### config.mk
export PLATFORM = sky130hd
export DESIGN_NAME = merge_accum_mc
export DESIGN_NICKNAME = d
export VERILOG_FILES = /design/src/rtl/merge_accum_mc.sv
export SDC_FILE = /design/constraint.sdc
export NUM_CORES = 1
export LEC_CHECK = 0
export ABC_CLOCK_PERIOD_IN_PS = 6400
export CORE_MARGIN = 5
export CORE_UTILIZATION = 30
export CTS_CLUSTER_DIAMETER = 40
export DETAILED_ROUTE_END_ITERATION = 12
export DONT_BUFFER_PORTS = 1
export PLACE_DENSITY = 0.43
export SLEW_MARGIN = 25
export SYNTH_ARGS = -nofsm -noshare
export SYNTH_HDL_FRONTEND = slang
export SYNTH_SLANG_ARGS = --single-unit
### constraint.sdc
create_clock -name i_clk -period 6.4 [get_ports i_clk]
set_input_delay 0.64 -clock i_clk [delete_from_list [all_inputs] [get_ports i_clk]]
set_output_delay 0.64 -clock i_clk [all_outputs]
set_load 0.01 [all_outputs]
### src/rtl/merge_accum_mc.sv
// Multi-channel merge accumulator: per-channel running sums with wrap/saturate
// overflow handling and a valid/ready flush that streams out and clears every channel.
module merge_accum_mc #(
  parameter int DATA_W = 16,
  parameter int ACC_W  = 16,
  parameter int N_CH   = 4,
  localparam int CH_W  = $clog2(N_CH)
) (
  input  logic              i_clk,
  input  logic              i_rst_n,
  input  logic              i_mode,
  input  logic              i_valid,
  output logic              o_ready,
  input  logic [CH_W-1:0]   i_ch,
  input  logic [DATA_W-1:0] i_data,
  input  logic              i_flush,
  output logic              o_busy,
  output logic              o_valid,
  input  logic              i_ready,
  output logic [CH_W-1:0]   o_ch,
  output logic [ACC_W-1:0]  o_data,
  output logic              o_ovf
);

  typedef enum logic {
    S_IDLE = 1'b0,
    S_DUMP = 1'b1
  } state_t;

  state_t                     r_state;
  state_t                     w_state_next;
  logic [CH_W-1:0]            r_ptr;
  logic [CH_W-1:0]            w_ptr_next;
  logic [N_CH-1:0][ACC_W-1:0] r_acc;
  logic [N_CH-1:0]            r_ovf;
  logic [N_CH-1:0][ACC_W:0]   w_sum;
  logic [ACC_W:0]             w_ext;
  logic                       w_accept;
  logic                       w_ch_ok;
  logic                       w_upd;
  logic                       w_xfer;
  logic                       w_last;

  assign w_accept = i_valid && o_ready;
  assign w_ch_ok  = ({{(32-CH_W){1'b0}}, i_ch} < 32'(N_CH));
  assign w_upd    = w_accept && (i_data != '0) && w_ch_ok;
  assign w_xfer   = (r_state == S_DUMP) && i_ready;
  assign w_last   = (r_ptr == CH_W'(N_CH - 1));
  assign w_ext    = {{(ACC_W + 1 - DATA_W){1'b0}}, i_data};

  // One extra bit per sum exposes the carry used for the sticky overflow flag.
  for (genvar gi = 0; gi < N_CH; gi++) begin : g_sum
    assign w_sum[gi] = {1'b0, r_acc[gi]} + w_ext;
  end

  always_ff @(posedge i_clk or negedge i_rst_n) begin
    if (!i_rst_n) begin
      r_state <= S_IDLE;
      r_ptr   <= '0;
    end else begin
      r_state <= w_state_next;
      r_ptr   <= w_ptr_next;
    end
  end

  always_comb begin
    w_state_next = r_state;
    w_ptr_next   = r_ptr;
    case (r_state)
      S_IDLE: begin
        if (i_flush) begin
          w_state_next = S_DUMP;
          w_ptr_next   = '0;
        end
      end
      S_DUMP: begin
        if (w_xfer) begin
          if (w_last) begin
            w_state_next = S_IDLE;
            w_ptr_next   = '0;
          end else begin
            w_ptr_next = r_ptr + 1'b1;
          end
        end
      end
      default: begin
        w_state_next = S_IDLE;
        w_ptr_next   = '0;
      end
    endcase
  end

  // Accepts happen only in IDLE and transfers only in DUMP, so they never collide.
  always_ff @(posedge i_clk or negedge i_rst_n) begin
    if (!i_rst_n) begin
      r_acc <= '0;
      r_ovf <= '0;
    end else begin
      for (int i = 0; i < N_CH; i++) begin
        if (w_xfer && (r_ptr == CH_W'(i))) begin
          r_acc[i] <= '0;
          r_ovf[i] <= 1'b0;
        end else if (w_upd && (i_ch == CH_W'(i))) begin
          if (w_sum[i][ACC_W]) begin
            r_ovf[i] <= 1'b1;
            r_acc[i] <= i_mode ? {ACC_W{1'b1}} : w_sum[i][ACC_W-1:0];
          end else begin
            r_acc[i] <= w_sum[i][ACC_W-1:0];
          end
        end
      end
    end
  end

  assign o_ready = (r_state == S_IDLE);
  assign o_busy  = (r_state == S_DUMP);
  assign o_valid = (r_state == S_DUMP);
  assign o_ch    = (r_state == S_DUMP) ? r_ptr : '0;
  assign o_data  = (r_state == S_DUMP) ? r_acc[r_ptr] : '0;
  assign o_ovf   = (r_state == S_DUMP) ? r_ovf[r_ptr] : 1'b0;

endmodule
==> results of run 1 <==
## worst max-delay path, stage by stage (launching register included)
cell,delay (ps)
dfrtp_1,400
ha_1,220
fa_1,430
a211oi_1,350
o211ai_1,190
a31oi_1,360
a21o_2,400
o21a_1,160
o211ai_1,90
## registers in the layout, summed over array words and instances (netlist names)
| signal | count |
|---|---|
| r_ovf | 4 |
| o_busy | 1 |
| r_acc | 64 |
| r_ptr | 2 |
## metrics by stage
stage / util, % / total power [W] / setup WS (ps) / instances / instance area (sq um)
after floorplan: - / 0.00204 / 3900 / 752 / 6540
after global placement: 31.3 / 0.00242 / 3510 / 1004 / 6770
after detailed placement: 31.3 / 0.00243 / 3430 / 1004 / 6770
after CTS: 32.8 / 0.00298 / 3640 / 1021 / 7090
after global routing: 32.8 / 0.00321 / 3470 / 1021 / 7090
final: 32.8 / 0.00297 / 3680 / 1021 / 7090
## worst min path at each step
stage,end,cells after the start
3_3_place_gp,r_acc[3]$_DFFE_PN0P_,0
5_1_grt,r_acc[2]$_DFFE_PN0P_,1
3_5_place_dp,r_acc[4]$_DFFE_PN0P_,0
6_report,r_acc[2]$_DFFE_PN0P_,1
2_1_floorplan,o_busy$_DFF_PN0_,0
4_1_cts,r_acc[2]$_DFFE_PN0P_,1
## cells by family after synthesis
kind of cell / Yosys count / share of synthesized area [%]
AO/OA/AOI/OAI: 279 / 26.7
AND/OR/NAND/NOR: 223 / 16.6
buffers and inverters: 42 / 2.89
adder cells (fa/ha/maj): 72 / 14.2
XOR/XNOR: 44 / 5.89
multiplexers: 21 / 6.47
flip-flops: 71 / 27.2
## cell type report
class	instances	area share, %
clock inverters	3	0.600
clock buffers	13	3.53
well taps	280	4.94
multi-input cells	639	64.5
inverters	10	0.529
flip-flops and latches	71	25.1
repair buffers	5	0.812
## Yosys cell counts, drive strengths merged, types with 2 or more instances
library cell,instances
fa,4
nand2,73
nand2b,3
and2,21
a211oi,10
xnor2,24
o21ai,46
nor2,45
o211ai,24
o21a,7
nand3,43
a31oi,34
mux4,17
dfrtp,71
a2bb2oi,2
nor3,9
ha,68
o31ai,3
o21bai,4
nor4,5
nand4,10
a21oi,120
mux2i,4
o2111ai,5
xor2,20
a21boi,4
or3,4
inv,10
clkbuf,19
a21o,10
and3,3
nor2b,2
buf,13
## power by group
group / switching (W) / internal (W)
clock: 0.000210 / 0.000313
combinational: 0.000938 / 0.000690
sequential: 0.000225 / 0.000598
total: 0.00137 / 0.00160
## per-layer routing
layer	wire length [um]	track usage, %
met5	0	0
met1	10300	24.6
met2	10200	28.6
met3	909	2.30
met4	497	6.06
==> summary.txt, run 1 <==
Critical path
  – CP required: 6610 ps
  – Worst R2R End: r_acc[62]$_DFFE_PN0P_
  – Reg-to-reg slack, setup: 3680 ps
  – Worst Path Arrival: 2930 ps
  – CP endpoint kind: flop
  – R2R depth: 8
  – Startpoint Class: flop
  – CP max FO: 16
  – CP Launch Point: r_acc[48]$_DFFE_PN0P_
  – Setup CP Type: reg -> reg
  – End of the critical path: r_acc[62]$_DFFE_PN0P_
  – RR Startpoint: r_acc[48]$_DFFE_PN0P_

CTS
  – Root Driver: clkbuf_16
  – Total clock sinks: 71
  – Clock slew at reported path FFs: 60 ps
  – CTS tree: done
  – Cts repair resizes: 0
  – Htree depth: 3
  – CTS buffer count: 9
  – CTS max path bufs: 2
  – Postcts setup bufs: 0
  – Hold_buf cts: 1
  – Clock Latency Late Sink: 350 ps

Drt
  – Mean number of vias per cell: 5.75
  – Drt wl/cell: 21.4 um
  – WL final: 21.9 mm
  – # DRC: 0
  – Drt first pass iters: 5
  – Total number of vias: 5874
  – Initial drt markers: 419
  – Antenna Violating Nets Remaining: 0

Power
  – P per Cell Area: 420 nW/um^2
  – Maximum VDD drop: 0.119 mV
  – Pleak: 3.02 nW

Floorplan
  – I/O Pins: 46
  – Die footprint: 24900 sq um
  – Total core area: 21600 sq um
  – Starting Density: 30.2%
  – Die X: 158 um
  – Die Y: 158 um
  – Site Rows: 54

GRT
  – Initial antenna violation count: 0
  – Largest net degree at the start of global routing: 72
  – GR Overflow Total: 0
  – GRT Util Overall: 17.7%
  – Vias in the first global route: 5810
  – First-pass GRT wire length: 33.6 mm

Cells and area
  – Commonest non-fill, non-tap cells in the layout: a21oi_1, nand2_1, dfrtp_1
  – Share of layout cells above drive strength 1: 7.83%
  – Multi-input logic area: 4570 sq um
  – Antenna Cells: 0
  – Filler instances: 2256
  – Commonest non-fill, non-tap cell in the layout: a21oi_1
  – Nets: 832
  – FF/Latch Area: 1780 sq um
  – Area Growth Syn to Fin: 8.42%

STA
  – Final setup vio count: 0
  – Hold_ws: 184 ps
  – Sum Neg Setup Slack: 0 ps
  – Max-slew violation count: 0
  – Hold Vio Cnt, Final: 0
  – Skew final: 11.1 ps
  – Fmax: 0.368 GHz
  – Fin crit period: 2720 ps
  – Final period utilization: 42.4%
  – Worst slew margin relative to its limit: 40.9%
  – Worst-Margin Slew: 884 ps
  – RSZ-0062 raised after global routing: false

Logic synthesis
  – Register bit count reported by yosys: 71
  – Avg Inst Size Synth: 8.70 sq um
  – EDFF count, synth: 0
  – Post-synth top flop: dfrtp_1
  – Sequential share of the synthesized area: 27.2%
  – Gate Count Post-Synth: 752
  – Synth unique cells: 63
  – Yosys warnings: 0
  – Synthesized area: 6540 sq um
  – Post-Syn Nets: 848
  – Largest cells by area after synthesis: dfrtp_1, ha_1, a21oi_1
  – Cell taking the most area after synthesis: dfrtp_1
  – Top cell type's share of synthesized area: 27.2%
  – Post-synth ARST share: 100%

Placed design
  – Gpl congestion: 0.955
  – Detailed placer's ending HPWL: 17.4 mm
  – Count of input and output buffers: 0

Run
  – Total of max-cap violations: 0

Hold path
  – Hold crit path type: in -> async

Run status
  – Status: finished clean
(Power assumes the default switching activity.)
==> run 2: changes to the inputs <==
--- a/config.mk
+++ b/config.mk
@@ -5,7 +5,7 @@
 export SDC_FILE = /design/constraint.sdc
 export NUM_CORES = 1
 export LEC_CHECK = 0
-export ABC_CLOCK_PERIOD_IN_PS = 6400
+export ABC_CLOCK_PERIOD_IN_PS = 2530
 export CORE_MARGIN = 5
 export CORE_UTILIZATION = 30
 export CTS_CLUSTER_DIAMETER = 40
==> constraint.sdc (replaced) <==
create_clock -name i_clk -period 2.53 [get_ports i_clk]
set_input_delay 0.253 -clock i_clk [delete_from_list [all_inputs] [get_ports i_clk]]
set_output_delay 0.253 -clock i_clk [all_outputs]
set_load 0.01 [all_outputs]
==> summary.txt, run 2 (same netlist as run 1, synthesis figures left out) <==
Run status
  – Status: finished clean

CTS
  – Total clock sinks: 71
  – Clock Latency Late Sink: 350 ps
  – CTS max path bufs: 2
  – CTS tree: done
  – Root Driver: clkbuf_16
  – Htree depth: 3
  – Clock slew at reported path FFs: 60 ps
  – CTS buffer count: 9

Floorplan
  – Die footprint: 24900 sq um
  – Die Y: 158 um
  – Site Rows: 54
  – Total core area: 21600 sq um
  – Die X: 158 um
  – I/O Pins: 46
  – Starting Density: 30.2%

Cells and area
  – FF/Latch Area: 1780 sq um
  – Largest register by flop count: r_acc
  – Layout Cells excl Fill: 1038
  – Share of layout cells above drive strength 1: 10.7%
  – Multi-input logic area: 4600 sq um
  – Area Growth Syn to Fin: 11.2%
  – Commonest non-fill, non-tap cell in the layout: a21oi_1
  – Max reg flops: 64
  – Largest registers: r_acc: 64 flops, r_ovf: 4 flops, r_ptr: 2 flops
  – Nets: 849
  – Antenna Cells: 0
  – Commonest non-fill, non-tap cells in the layout: a21oi_1, nand2_1, dfrtp_1
  – Filler instances: 2228

GRT
  – First-pass GRT wire length: 33.7 mm
  – Largest net degree at the start of global routing: 72
  – GRT Util Overall: 17.6%
  – GR Overflow Total: 0
  – Vias in the first global route: 5863
  – Initial antenna violation count: 0

Critical path
  – CP endpoint kind: flop
  – Setup CP Type: reg -> reg
  – Startpoint Class: flop
  – CP required: 2730 ps
  – CP Launch Point: r_acc[32]$_DFFE_PN0P_
  – Worst Path Arrival: 2630 ps
  – RR Startpoint: r_acc[32]$_DFFE_PN0P_
  – CP max FO: 6

Hold path
  – Hold crit path type: in -> reg
  – Hold_sp: i_flush

Placed design
  – Inst Count DP: 1018
  – Count of input and output buffers: 0
  – Gpl congestion: 0.883
  – Detailed placer's ending HPWL: 17.3 mm

STA
  – Worst-Margin Slew: 764 ps
  – Sum Neg Setup Slack: 0 ps
  – Skew final: 9.42 ps
  – Final setup vio count: 0
  – Hold Vio Cnt, Final: 0
  – Fmax: 0.410 GHz
  – Worst slew margin relative to its limit: 48.9%
  – Max-slew violation count: 0
  – RSZ-0062 raised after global routing: true
  – Final period utilization: 96.4%
  – Fin crit period: 2440 ps

Drt
  – Initial drt markers: 287
  – Drt first pass iters: 5
  – DR WL met2: 10.1 mm
  – # DRC: 0
  – Total number of vias: 5883
  – Drt wl/cell: 20.8 um
  – Mean number of vias per cell: 5.67
  – WL final: 21.6 mm
  – Met3 wire length: 774 um
  – Antenna Violating Nets Remaining: 0
  – Top routing layer in use: met4
  – Met1 wire length: 10.5 mm

Power
  – Pleak: 3.12 nW
  – Maximum VDD drop: 0.267 mV
  – P per Cell Area: 1040 nW/um^2

Run
  – Total of max-cap violations: 0
==> run 2: critical path: stages (launching register included) <==
cell and delay, ps:
dfrtp_1 380, ha_1 220, fa_1 440, a211oi_1 330, o211ai_1 250, a21oi_2 240, nor3_2 100, nand2_1 190
o211ai_1 140
==> run 2: layer usage <==
| layer | vias up | GRT usage (%) |
|---|---|---|
| li1 | 2859 | - |
| met1 | 2901 | 24.9 |
| met2 | 101 | 28.6 |
| met3 | 22 | 2.05 |
| met4 | 0 | 4.34 |
| met5 | - | 0 |
==> run 2: metrics by stage <==
| step | util [%] | hold WS [ps] | power [W] | worst slack [ps] | cell area, sq um |
|---|---|---|---|---|---|
| finish | 33.6 | 30.7 | 0.00757 | 91.8 | 7270 |
| global route | 33.6 | 34.1 | 0.00816 | -38.5 | 7270 |
| CTS | 33.5 | 24.0 | 0.00756 | 2.74 | 7240 |
| detailed placement | 31.9 | -38.0 | 0.00622 | 2.59 | 6900 |
| global placement | 31.9 | -38.3 | 0.00618 | 39.9 | 6900 |
| floorplan | - | -42.6 | 0.00516 | 303 | 6540 |
==> run 2: final cells by class <==
class,instances,area share [%]
Multi-Input combinational cell,639,63.3
Sequential cell,71,24.4
Tap cell,280,4.82
Clock buffer,11,3.48
Timing Repair Buffer,22,2.99
Inverter,10,0.516
Clock inverter,5,0.430
==> run 2: report_power, final <==
part	leakage (nW)	internal (W)	total, W	switching [W]
Combinational	2.02	0.00184	0.00431	0.00247
Sequential	0.958	0.00151	0.00199	0.000477
Clock	0.142	0.000717	0.00127	0.000553
==> run 2: timing repair <==
item,in CTS,in global routing
endpoints found under the setup margin,7,38
hold buffers,4,0
buffers inserted,0,0
gates resized for setup,1,6
pin swaps,0,1
hold endpoints to repair,74,0
==> run 2: worst paths after layout <==
kind	to	slack, ps	depth (start not counted)
min in group asynchronous	r_acc[2]$_DFFE_PN0P_	450	2
worst max register to register	r_acc[37]$_DFFE_PN0P_	90	8
worst min-delay path	o_busy$_DFF_PN0_	30	1
worst min register to register	r_ovf[1]$_DFFE_PN0P_	500	1
worst max-delay path	r_acc[37]$_DFFE_PN0P_	90	8
max in group asynchronous	r_acc[12]$_DFFE_PN0P_	1740	2
==> run 3: changes to the inputs <==
--- a/config.mk
+++ b/config.mk
@@ -12,7 +12,7 @@
 export DETAILED_ROUTE_END_ITERATION = 12
 export DONT_BUFFER_PORTS = 1
 export PLACE_DENSITY = 0.43
-export SLEW_MARGIN = 25
+export SLEW_MARGIN = 40
 export SYNTH_ARGS = -nofsm -noshare
 export SYNTH_HDL_FRONTEND = slang
 export SYNTH_SLANG_ARGS = --single-unit
==> results of run 3 <==
Same layout as run 2: the final DEF is identical, and so are final timing and power.
==> patch, RTL diff (flow settings as in run 2) <==
The parameter `N_CH` goes from 4 to 2.
--- a/src/rtl/merge_accum_mc.sv
+++ b/src/rtl/merge_accum_mc.sv
@@ -5,3 +5,3 @@
   parameter int ACC_W  = 16,
-  parameter int N_CH   = 4,
+  parameter int N_CH   = 2,
   localparam int CH_W  = $clog2(N_CH)
Ports: changed (resized i_ch and o_ch); port bits go from 46 to 44. No check against the original RTL was run, so the function may have changed too.
==> patch against run 2 <==
Sequential cell count decreased by 35; setup slack gained 0.059 ns; largest power group unchanged; total power decreased by 45%; cell area down 50%; routed wire length fell by 53%; via count shrank 51%; die area shrank 46%; highest routed layer unchanged; synthesized area shrank 49%; worst hold slack improved by 0.017 ns; fmax grew 2.5%; sequential power decreased by 47%.
==> patch: results (changes against run 2) <==
[detailed_routing]
avgRoutedWirePerCell_um = 19.3  ; -7.3%
wirelength_mm = 10.2  ; -53%
vias = 2876  ; -51%
drt_iter0_drc = 131  ; -54%
drtPass1Iterations = 4  ; -1

[placed_design]
placed_area_sq_um = 3470  ; -50%
hpwl_mm = 7.95  ; -54%
place_inst = 516  ; -49%
gp_congestion = 0.782  ; -12%
numPortBuffers = 0  ; unchanged

[run_status]
outcome = complete, no violations

[logic_synthesis]
synth_common_cells = 66 x a21oi_1, 36 x dfrtp_1, 32 x ha_1, 30 x nor2_1, 27 x nand2_1
dominantRegCellSynth = dfrtp_1
synth_xor_area_share_pct = 6.01  ; +0.11 points
yosys.area_share.adder_pct = 13.1  ; -1.1 points
synth-compound-area-share_pct = 28.5  ; +1.8 points
syn-num-nets = 449  ; -47%
synth_warnings = 0  ; unchanged
synth_cell_types = 54  ; -14%
postSynthCellCount = 392  ; -48%
seq_area_frac_synth_pct = 26.9  ; -0.31 points
synth_area_leaders = dfrtp_1 27%, ha_1 12%, a21oi_1 9.8%
yosys-mux-area-fraction_pct = 6.45  ; -0.014 points
async_reset_ff_share_pct = 100  ; unchanged

[sta]
fin_skew_ns = 0.00447  ; -0.00495 ns
relSlewSlack_pct = 51.9  ; +3.0 points

[pwr]
leakage_nw = 1.53  ; -51%
p_sw_mw = 2.06  ; -41%
powerComb_mw = 2.66  ; -38%
seq_power_share_pct = 25.3  ; -1.0 points
ir_drop_uv = 557  ; +110%

[clock_tree]
ctsHoldBuffers = 2  ; -2
clock-root-buffer = clkbuf_8
post-cts-setup-buffers = 0  ; unchanged
cts.htree.levels = 2  ; -1
worstSkewPairLatency_ns = 0.30  ; -0.05 ns
clockBufferDepth = 2  ; unchanged
cts_resized = 1  ; unchanged
numCtsBuffers = 5  ; -4
clkTransAtPathRegs_ns = 0.08  ; +0.02 ns

[global_routing]
antenna_found_initial = 0  ; unchanged
grt_max_degree = 37  ; -49%
grtUsageTotal_pct = 15.6  ; -2.0 points
grt_pass1_wl_mm = 16.0  ; -53%

[setup_path]
critPathMaxStageDelay_ns = 0.40  ; -0.04 ns
slowest_stage = dfrtp_1
crit_arrival_ns = 2.56  ; -0.07 ns
critPathMaxFanout = 6  ; unchanged

[layout]
diodes = 0  ; unchanged
n_fill_cell = 1143  ; -49%
nNetsFinal = 443  ; -48%
drive_above_1_share_pct = 10.1  ; -0.61 points
top_regs = r_acc x32, r_ovf x2

[worst_hold_path]
min_path_type = in -> reg

-- patch: cell types whose count changed after synthesis, moves of 16 or more --
cell and delta:
o21ai_0 -26, nand2_1 -45, ha_1 -36, mux4_2 -17, and2_1 -16, nand3_1 -34, dfrtp_1 -35, a31oi_1 -17
a21oi_1 -52
-- patch: layer usage --
metal / vias up / global-route usage [%] / share of wire (%)
met4: 0 / 3.25 / 0.81
met2: 58 / 25.5 / 45
met5: - / 0 / 0
met3: 8 / 4.44 / 6.5
li1: 1450 / - / -
met1: 1360 / 20.6 / 47
-- patch: worst paths after layout --
kind / start / to / slack, ns / cells past startpoint
min in group asynchronous: i_rst_n / r_acc[14] / 0.44 / 2
worst min-delay path: i_ready / r_ovf[1] / 0.05 / 1
worst max register to register: r_acc[16] / r_acc[30] / 0.15 / 8
max in group asynchronous: i_rst_n / r_acc[20] / 1.86 / 2
worst min register to register: r_ovf[0] / r_ovf[0] / 0.52 / 1
worst max-delay path: r_acc[16] / r_acc[30] / 0.15 / 8
-- patch: metrics by stage --
stage / total power, mW / TNS, ns / setup WS [ns] / util [%] / hold WS [ns]
floorplan: 3.16 / 0 / 0.288 / - / -0.0426
global placement: 3.69 / 0 / 0.0331 / 31.9 / -0.0415
detailed placement: 3.70 / -0.00545 / -0.00545 / 31.9 / -0.0415
CTS: 4.20 / 0 / 0.0596 / 33.0 / 0.0345
global route: 4.58 / 0 / 0.0214 / 33.2 / 0.0326
finish: 4.17 / 0 / 0.151 / 33.2 / 0.0474
-- patch: final cells by class --
class                           count  area (sq um)  area share, %
Multi-Input combinational cell    327          2310           64.0
Tap cell                          140           175           4.85
Inverter                            5          18.8          0.520
Timing Repair Buffer               11           114           3.15
Clock buffer                        8          90.1           2.50
Sequential cell                    36           901           25.0
